===== src/rtl/core_pkg.sv =====
// core_pkg: shared types and constants for the instruction fetch slice.
// Revision: 1.0
`default_nettype none

package core_pkg;

  localparam int XLEN = 32;
  localparam logic [XLEN-1:0] NOP_INSTR = 32'h0000_0013;

  typedef struct packed {
    logic [XLEN-1:0] pc;
    logic [XLEN-1:0] instr;
  } fetch_pkt_t;

  typedef enum logic [0:0] {
    ST_RUN  = 1'b0,
    ST_HALT = 1'b1
  } fetch_state_t;

endpackage

`default_nettype wire


===== src/rtl/sync_fifo.sv =====
// sync_fifo: synchronous FIFO with flush; push while full is accepted when a pop frees the slot.
// Revision: 1.0
`default_nettype none

module sync_fifo #(
  parameter int WIDTH = 32,
  parameter int DEPTH = 2
) (
  input  logic                   clk,
  input  logic                   rst,
  input  logic                   flush,
  input  logic                   push,
  input  logic [WIDTH-1:0]       din,
  input  logic                   pop,
  output logic [WIDTH-1:0]       dout,
  output logic                   full,
  output logic                   empty,
  output logic [$clog2(DEPTH):0] count
);

  localparam int AW = $clog2(DEPTH);

  logic [WIDTH-1:0] mem [DEPTH];
  logic [AW:0]      wr_ptr;
  logic [AW:0]      rd_ptr;
  logic             do_push;
  logic             do_pop;

  assign count   = wr_ptr - rd_ptr;
  assign full    = (count == (AW+1)'(DEPTH));
  assign empty   = (wr_ptr == rd_ptr);
  assign do_push = push && (!full || pop);
  assign do_pop  = pop && !empty;
  assign dout    = mem[rd_ptr[AW-1:0]];

  always_ff @(posedge clk) begin
    if (rst || flush) begin
      wr_ptr <= '0;
      rd_ptr <= '0;
    end else begin
      if (do_push) wr_ptr <= wr_ptr + 1'b1;
      if (do_pop)  rd_ptr <= rd_ptr + 1'b1;
    end
  end

  always_ff @(posedge clk) begin
    if (do_push && !flush && !rst) mem[wr_ptr[AW-1:0]] <= din;
  end

endmodule

`default_nettype wire


===== src/rtl/instr_fetch_unit.sv =====
// instr_fetch_unit: PC generation, credit-limited imem reads, in-order response FIFO and redirect handling.
// Revision: 1.0
`default_nettype none

module instr_fetch_unit
  import core_pkg::*;
#(
  parameter logic [31:0] RESET_PC   = 32'h0000_0000,
  parameter int          FIFO_DEPTH = 2,
  parameter int          MAX_OUT    = 2
) (
  input  logic        clk,
  input  logic        rst,
  input  logic        redirect_valid,
  input  logic [31:0] redirect_pc,
  output logic        imem_req,
  output logic [31:0] imem_addr,
  input  logic        imem_rvalid,
  input  logic [31:0] imem_rdata,
  output logic        if_valid,
  input  logic        if_ready,
  output logic [31:0] if_instr,
  output logic [31:0] if_pc,
  output logic        misalign_err
);

  localparam int CW = $clog2(FIFO_DEPTH) + 1;
  localparam logic [CW:0]   DEPTH_L = (CW+1)'(FIFO_DEPTH);
  localparam logic [CW-1:0] MAX_L   = CW'(MAX_OUT);

  fetch_state_t  state_q, state_d;
  logic [31:0]   fetch_pc;
  logic [CW-1:0] outstanding;
  logic [CW-1:0] drop_cnt;
  logic          err_q;

  logic          redirect_run;
  logic          misaligned;
  logic          rsp_ok;
  logic          rsp_keep;
  logic          rsp_drop;
  logic          issue;
  logic [CW:0]   credit_sum;
  logic          fifo_push;
  logic          fifo_pop;
  logic          fifo_empty;
  logic [CW-1:0] fifo_count;
  fetch_pkt_t    push_pkt;
  fetch_pkt_t    head_pkt;
  logic [31:0]   tag_head;
  logic          fifo_full_unused;
  logic          tag_full_unused;
  logic          tag_empty_unused;
  logic [CW-1:0] tag_count_unused;

  assign redirect_run = redirect_valid && (state_q == ST_RUN);
  assign misaligned   = redirect_run && (redirect_pc[1:0] != 2'b00);

  // A response with nothing outstanding is a protocol violation and is ignored.
  assign rsp_ok   = imem_rvalid && (outstanding != '0);
  assign rsp_drop = rsp_ok && (drop_cnt != '0);
  assign rsp_keep = rsp_ok && (drop_cnt == '0);

  // Credits count dropped-but-pending responses too, so the FIFO can never overflow.
  assign credit_sum = {1'b0, outstanding} + {1'b0, fifo_count};
  assign issue      = !rst && (state_q == ST_RUN) && !redirect_valid &&
                      (credit_sum < DEPTH_L) && (outstanding < MAX_L);

  assign fifo_push = rsp_keep && (state_q == ST_RUN) && !redirect_valid;
  assign fifo_pop  = if_valid && if_ready;
  assign push_pkt  = '{pc: tag_head, instr: imem_rdata};

  assign imem_req     = issue;
  assign imem_addr    = {2'b00, fetch_pc[31:2]};
  assign if_valid     = !rst && (state_q == ST_RUN) && !redirect_valid && !fifo_empty;
  assign if_instr     = if_valid ? head_pkt.instr : '0;
  assign if_pc        = if_valid ? head_pkt.pc : '0;
  assign misalign_err = err_q && !rst;

  always_comb begin
    state_d = state_q;
    if (state_q == ST_RUN && misaligned) state_d = ST_HALT;
  end

  always_ff @(posedge clk) begin
    if (rst) state_q <= ST_RUN;
    else     state_q <= state_d;
  end

  always_ff @(posedge clk) begin
    if (rst) begin
      fetch_pc    <= RESET_PC;
      outstanding <= '0;
      drop_cnt    <= '0;
      err_q       <= 1'b0;
    end else begin
      outstanding <= outstanding + CW'(issue) - CW'(rsp_ok);
      if (redirect_run) begin
        // Everything still in flight after this edge belongs to the old path.
        drop_cnt <= outstanding - CW'(rsp_ok);
        if (misaligned) err_q    <= 1'b1;
        else            fetch_pc <= redirect_pc;
      end else begin
        if (issue)    fetch_pc <= fetch_pc + 32'd4;
        if (rsp_drop) drop_cnt <= drop_cnt - 1'b1;
      end
    end
  end

  sync_fifo #(
    .WIDTH ($bits(fetch_pkt_t)),
    .DEPTH (FIFO_DEPTH)
  ) u_instr_fifo (
    .clk   (clk),
    .rst   (rst),
    .flush (redirect_run),
    .push  (fifo_push),
    .din   (push_pkt),
    .pop   (fifo_pop),
    .dout  (head_pkt),
    .full  (fifo_full_unused),
    .empty (fifo_empty),
    .count (fifo_count)
  );

  sync_fifo #(
    .WIDTH (32),
    .DEPTH (FIFO_DEPTH)
  ) u_tag_fifo (
    .clk   (clk),
    .rst   (rst),
    .flush (redirect_run),
    .push  (issue),
    .din   (fetch_pc),
    .pop   (rsp_keep),
    .dout  (tag_head),
    .full  (tag_full_unused),
    .empty (tag_empty_unused),
    .count (tag_count_unused)
  );

endmodule

`default_nettype wire


===== config.mk =====
export PLATFORM = sky130hd
export DESIGN_NAME = instr_fetch_unit
export DESIGN_NICKNAME = d
export VERILOG_FILES = /design/src/rtl/core_pkg.sv /design/src/rtl/sync_fifo.sv /design/src/rtl/instr_fetch_unit.sv
export SDC_FILE = /design/constraint.sdc
export NUM_CORES = 1
export LEC_CHECK = 0
export CORE_UTILIZATION = 53
export DETAILED_ROUTE_END_ITERATION = 10
export PLACE_DENSITY = 0.79
export SYNTH_ARGS = -nofsm -noshare
export SYNTH_HDL_FRONTEND = slang
export SYNTH_SLANG_ARGS = --single-unit

===== constraint.sdc =====
create_clock -name clk -period 8.73 [get_ports clk]
set_input_delay 1.3095 -clock clk [delete_from_list [all_inputs] [get_ports clk]]
set_output_delay 1.3095 -clock clk [all_outputs]
set_load 0.02 [all_outputs]

==> results.toml, run 1 <==
[global_route]
gr-usage-all-layers = 0.217
antenna_found_initial = 0
largest_net_degree_at_the_start_of_global_routing = 66
grt_pass1_vias = 6368
first_pass_grt_wire_length_um = 33300
globalRouteOverflowTotal = 0

[worst_setup_path]
path_max_fanout = 65
timing.rr.start = "u_instr_fifo.wr_ptr[0]"
reg2reg_setup_slack_ns = 4.72
worst_path_arrival_time_ns = 3.86
worstReg2RegEnd = "u_tag_fifo.mem[0][30]"
reg2reg_depth = 10
crit_required_ns = 7.42
worstSetupEndpointType = "primary output"
timing.critical_path.from_type = "input pin"
crit_type = "in -> out"

[final_layout]
multiInputGateArea_sq_um = 3060
filler_cell_count = 1365
regArea_sq_um = 6730
layout.nets = 987
drive_above_1_share = 0.108
final_cell_count_no_fill = 1187
syn2layout_area_growth_pct = 24.4
num_antenna_cells = 0

[routing]
routed_wire_length_per_instance_um = 18.0
routed_length_on_met2_um = 10800
drt-total-wl_um = 21400
drtIter0Drc = 546
dr.pass1.iters = 5
route.detailed.vias_per_inst = 5.46
met1Wirelength_um = 8840
dr.max_layer_used = "met4"
drc = 0
antenna_left = 0
detailroute.wirelength.met3_um = 1290
vias = 6485

[timing]
fin_skew_ns = 0.0116
tns_ns = 0
slew_headroom = 0.253
period_minus_slack_ns = 5.17
timing.final.crit_share = 0.592
final_max_slew_viols = 0
setup_viol = 0
setup_repair_after_global_routing_missed_its_margin = "no"
final_hold_viol_count = 0
max_freq_mhz = 193
max_slew.worst_pin.slew_ns = 1.12

[run_status]
outcome = "finished, final reports clean"

[cts]
clockRootBuffer = "sky130_fd_sc_hd__clkbuf_16"
tritoncts.num_buffers = 25
ctsLongestPathBuffers = 3
cts.repair_timing.setup_buffer_count = 0
htree_num_levels = 1
clock_tree_from_tritoncts = "built"
clk-insertion-delay-late_ns = 0.51
cts-resized-gates = 0
clk_transition_reported_paths_ns = 0.06
clkSinkCount = 240
number_of_hold_repair_buffers_added_at_the_cts_stage = 0

[yosys]
synth_seq_cells = 240
syn_inst = 779
seq_area_frac_synth = 0.657
post_synth_main_area_contributors = "sky130_fd_sc_hd__edfxtp_1, sky130_fd_sc_hd__dfxtp_1, sky130_fd_sc_hd__mux2i_1, sky130_fd_sc_hd__mux2_2, sky130_fd_sc_hd__nor2_1"
yosysTopAreaCellShare = 0.563
synthDominantAreaCellType = "sky130_fd_sc_hd__edfxtp_1"
synthTopCellsByCount = "sky130_fd_sc_hd__edfxtp_1, sky130_fd_sc_hd__nor2_1, sky130_fd_sc_hd__mux2i_1"
synth-warning-count = 0
asyncSetResetFlopFracSynth = 0
synth_area_per_cell_sq_um = 13.1
synth.most_common_cell = "sky130_fd_sc_hd__edfxtp_1"
synthFlopType = "sky130_fd_sc_hd__edfxtp_1"
netlist_area_sq_um = 10200
synth-edff-count = 192
post_synth_num_cell_types = 65

[floorplan]
width_of_the_die_um = 141
core_footprint_sq_um = 18800
std_cell_rows = 50
floorplan_die_area_sq_um = 19900
io_pins = 168
initial_utilization = 0.544
floorplan.die.height_um = 141

[hold_path]
min_path_type = "reg -> reg"
hp-start = "fetch_pc[1]"
worst_hold_path.num_cells = 0
min_to = "u_tag_fifo.mem[1][1]"

[power]
p_leak_nw = 4.11
power.ir.vdd_worst_mv = 0.130
powerDensity_nw_per_um2 = 211

[placed_design]
place.detailed.hpwl_um = 13800
place.detailed.instances = 1144
gp_congestion = 0.908
port_buffers = 165

[flow_run]
timing.max_cap.violations = 0
==> where the power goes <==
part	internal [mW]	leakage (nW)	total (mW)	switching, mW
Clock	0.624	0.398	1.04	0.411
Combinational	0.140	1.57	0.310	0.170
Sequential	1.30	2.14	1.34	0.0464
==> sequential cells by signal (all words and copies together) (netlist names), named ones only <==
signal	count
u_tag_fifo.mem	64
outstanding	2
u_instr_fifo.wr_ptr	2
state_q	1
fetch_pc	32
u_tag_fifo.wr_ptr	2
drop_cnt	2
u_instr_fifo.rd_ptr	2
u_tag_fifo.rd_ptr	2
err_q	1
u_instr_fifo.mem	128
==> per-layer routing <==
metal  track usage  vias to the layer above
li1              -                     3116
met1         0.275                     3115
met2         0.383                      220
met3        0.0367                       34
met4        0.0601                        0
met5             0                        -
==> per-stage QoR <==
step           worst slack [ns]  area, sq um   util  hold WS, ns  total power, mW
3_5_place_dp               3.56        11900  0.634        0.435             1.68
2_1_floorplan              1.64        10200      -        0.418             1.57
3_3_place_gp               3.60        11900  0.634        0.431             1.66
5_1_grt                    3.42        12700  0.676        0.458             2.79
4_1_cts                    3.55        12700  0.676        0.449             2.71
6_report                   3.56        12700  0.676        0.449             2.69
==> logic make-up (layout without fill, tap and decap cells) <==
kind of cell / after synthesis / after routing / synth area share
compound gates: 97 / 97 / 0.0640
xor+xnor: 11 / 11 / 0.00941
fa+ha+maj: 7 / 7 / 0.00928
buf+inv: 91 / 238 / 0.0465
flops: 240 / 240 / 0.657
mux: 107 / 107 / 0.109
other cells: 1 / 2 / 0.000366
simple gates: 225 / 225 / 0.105
==> area by class of cell <==
cell class | instances | area share
well taps | 260 | 0.0255
inverters | 17 | 0.00501
clock buffers | 33 | 0.0555
repair buffers | 178 | 0.137
multi-input cells | 449 | 0.240
clock inverters | 10 | 0.00786
flip-flops and latches | 240 | 0.528
==> how the worst max path moves through the flow <==
stage / start / to / slack, ns / cells past startpoint
2_1_floorplan: redirect_valid / u_instr_fifo.mem[0][0] / 1.64 / 4
3_3_place_gp: rst / if_pc[0] / 3.60 / 7
3_5_place_dp: rst / if_pc[20] / 3.56 / 7
4_1_cts: rst / if_pc[20] / 3.55 / 7
5_1_grt: rst / if_instr[27] / 3.42 / 7
6_report: rst / if_pc[2] / 3.56 / 7
==> cell usage in the layout (no fill, tap or decap), drive strengths merged, types with 5 or more instances in the layout <==
cell	n
nand4	12
mux2i	73
xnor2	6
mux2	34
nand2	34
edfxtp	192
inv	17
a21oi	24
a21boi	5
and3	8
buf	13
clkbuf	33
a31oi	5
clkinv	7
dfxtp	48
nor3	9
a211oi	10
and2	6
nor4	9
o22ai	7
clkdlybuf4s50	165
nor2	97
or3	8
ha	6
xor2	5
o21ai	16
nand3	22
==> worst max-delay path, cell delays in order <==
cell and delay (ns):
sky130_fd_sc_hd__clkdlybuf4s50_1 0.45, sky130_fd_sc_hd__buf_4 0.44, sky130_fd_sc_hd__or3_4 0.26, sky130_fd_sc_hd__a21o_2 0.09, sky130_fd_sc_hd__buf_4 0.50, sky130_fd_sc_hd__nor2_1 0.13
sky130_fd_sc_hd__clkdlybuf4s50_1 0.59
Note: power is estimated with default switching activity, not from simulation.
==> inputs of run 2 (changes only) <==
clock period = 5.25 ns   (was 8.73 ns; I/O delays follow)
==> run 2 against run 1 <==
Clock skew grew 0.0039 ns. Core utilization grew 0.24 points. Via count grew 1.6%. Non-clock buffer count grew 1. Cell area grew 0.35%. Wire length shrank 1.9%. Sequential power grew 66%. Register-to-register slack lost 2.6 ns. Setup slack lost 2.4 ns.
==> results.toml, run 2 (same netlist as run 1, synthesis figures left out) <==
[routing]
routed_wire_length_per_instance_um = 17.6
drtIter0Drc = 678
drc = 0
route.detailed.vias_per_inst = 5.53
dr.pass1.iters = 5
vias = 6592
drt-total-wl_um = 21000
antenna_left = 0

[cts]
clk-insertion-delay-late_ns = 0.51
clock_tree_from_tritoncts = "built"
htree_num_levels = 1
clk_transition_reported_paths_ns = 0.06
cts-resized-gates = 0
clockRootBuffer = "sky130_fd_sc_hd__clkbuf_16"
clkSinkCount = 240
number_of_hold_repair_buffers_added_at_the_cts_stage = 0
tritoncts.num_buffers = 25
cts.repair_timing.setup_buffer_count = 0
ctsLongestPathBuffers = 3

[worst_setup_path]
worst_path_arrival_time_ns = 3.26
path_max_fanout = 8
crit_required_ns = 4.46
crit_path_cell_trace = "inv_1 -> ha_1 -> inv_1 -> nand2_1 -> fa_1 -> nand3b_1 -> or2_2 -> inv_1 -> clkdlybuf4s50_1"
critPathMostFrequentCell = "sky130_fd_sc_hd__inv_1"
crit_type = "reg -> out"
path_buf_inv = 4
timing.critical_path.slowest_stage_cell = "sky130_fd_sc_hd__clkdlybuf4s50_1"
critical_path.top_delay_family = "buffers and inverters"
worst_stage_delay_on_the_critical_path_ns = 0.63
timing.critical_path.from_type = "register"
worstSetupEndpointType = "primary output"

[timing]
fin_skew_ns = 0.0155
finalWorstSetupSlack_ns = 1.21
setup_viol = 0
tns_ns = 0
final_max_slew_viols = 0
final_hold_viol_count = 0
max_slew.worst_pin.slew_ns = 1.03
whs_ns = 0.465
setup_repair_after_global_routing_missed_its_margin = "no"
period_minus_slack_ns = 4.04
slew_headroom = 0.310
timing.final.crit_share = 0.770
max_freq_mhz = 247

[power]
powerDensity_nw_per_um2 = 352
p_leak_nw = 4.14
design_power_total_mw = 4.50
power.ir.vdd_worst_mv = 0.297

[floorplan]
io_pins = 168
floorplan.die.height_um = 141
floorplan_die_area_sq_um = 19900
initial_utilization = 0.544
width_of_the_die_um = 141
std_cell_rows = 50
core_footprint_sq_um = 18800

[global_route]
antenna_found_initial = 0
largest_net_degree_at_the_start_of_global_routing = 66
globalRouteOverflowTotal = 0
gr-usage-all-layers = 0.214
grt_pass1_vias = 6387
first_pass_grt_wire_length_um = 33100

[final_layout]
layout.nets = 988
largest_register_ff_count = 128
drive_above_1_share = 0.117
layout_common_cells = "sky130_fd_sc_hd__edfxtp_1, sky130_fd_sc_hd__clkdlybuf4s50_1, sky130_fd_sc_hd__nor2_1, sky130_fd_sc_hd__mux2i_1, sky130_fd_sc_hd__dfxtp_1"
final_common_cell = "sky130_fd_sc_hd__edfxtp_1"
num_antenna_cells = 0
syn2layout_area_growth_pct = 24.8

[placed_design]
port_buffers = 165
gp_congestion = 0.892
place_worst_setup_slack_ns = 1.32
place.detailed.hpwl_um = 13600

[hold_path]
min_path_type = "reg -> reg"

[run_status]
outcome = "finished, final reports clean"

[flow_run]
timing.max_cap.violations = 0
## run 2: changes by cell type in the layout (fill, tap and decap cells not counted), sizes merged
| cell | change |
|---|---|
| clkbuf | -3 |
| bufinv | -1 |
| inv | +5 |
| buf | +1 |
| clkinvlp | +2 |
## run 2: area by class of cell
class	count	area [sq um]
Inverter	17	63.8
Clock inverter	16	126
Fill cell	1344	6050
Timing Repair Buffer	179	1760
Clock buffer	30	718
Tap cell	260	325
Multi-Input combinational cell	449	3060
Sequential cell	240	6730
## run 2: layer usage
layer / routed length [um] / vias to the layer above / track usage
met3: 1420 / 35 / 0.0333
met4: 452 / 0 / 0.0664
met2: 10300 / 268 / 0.367
met5: 0 / - / 0
li1: - / 3119 / -
met1: 8750 / 3170 / 0.281
## run 2: metrics by stage
stage	util	cell area [sq um]	std cells
after global placement	0.634	11900	1145
final	0.679	12800	1191
after floorplan	-	10200	780
after detailed placement	0.634	11900	1145
after CTS	0.679	12800	1191
after global routing	0.679	12800	1191
## run 2: power by group
group	switching, mW	internal (mW)
Combinational	0.281	0.233
Sequential	0.0777	2.15
Clock	0.716	1.04
Total	1.07	3.42
## run 2: worst paths after layout
| check | cells after the start | end | from | slack [ns] |
|---|---|---|---|---|
| setup / recovery | 9 | imem_req | u_instr_fifo.wr_ptr[0] | 1.21 |
| hold / removal | 0 | u_tag_fifo.mem[1][1] | fetch_pc[1] | 0.46 |
| setup reg to reg | 10 | u_tag_fifo.mem[1][31] | u_instr_fifo.wr_ptr[0] | 2.10 |
| hold reg to reg | 0 | u_tag_fifo.mem[1][1] | fetch_pc[1] | 0.46 |
## run 2: worst reg2reg max path: stages (launching register included)
cell and delay, ns:
sky130_fd_sc_hd__dfxtp_1 0.34, sky130_fd_sc_hd__inv_1 0.11, sky130_fd_sc_hd__ha_1 0.33, sky130_fd_sc_hd__inv_1 0.10, sky130_fd_sc_hd__nand2_1 0.07, sky130_fd_sc_hd__fa_1 0.49, sky130_fd_sc_hd__nand3b_1 0.13, sky130_fd_sc_hd__or2_2 0.40
sky130_fd_sc_hd__a31oi_2 0.22, sky130_fd_sc_hd__and2_1 0.15, sky130_fd_sc_hd__buf_4 0.42
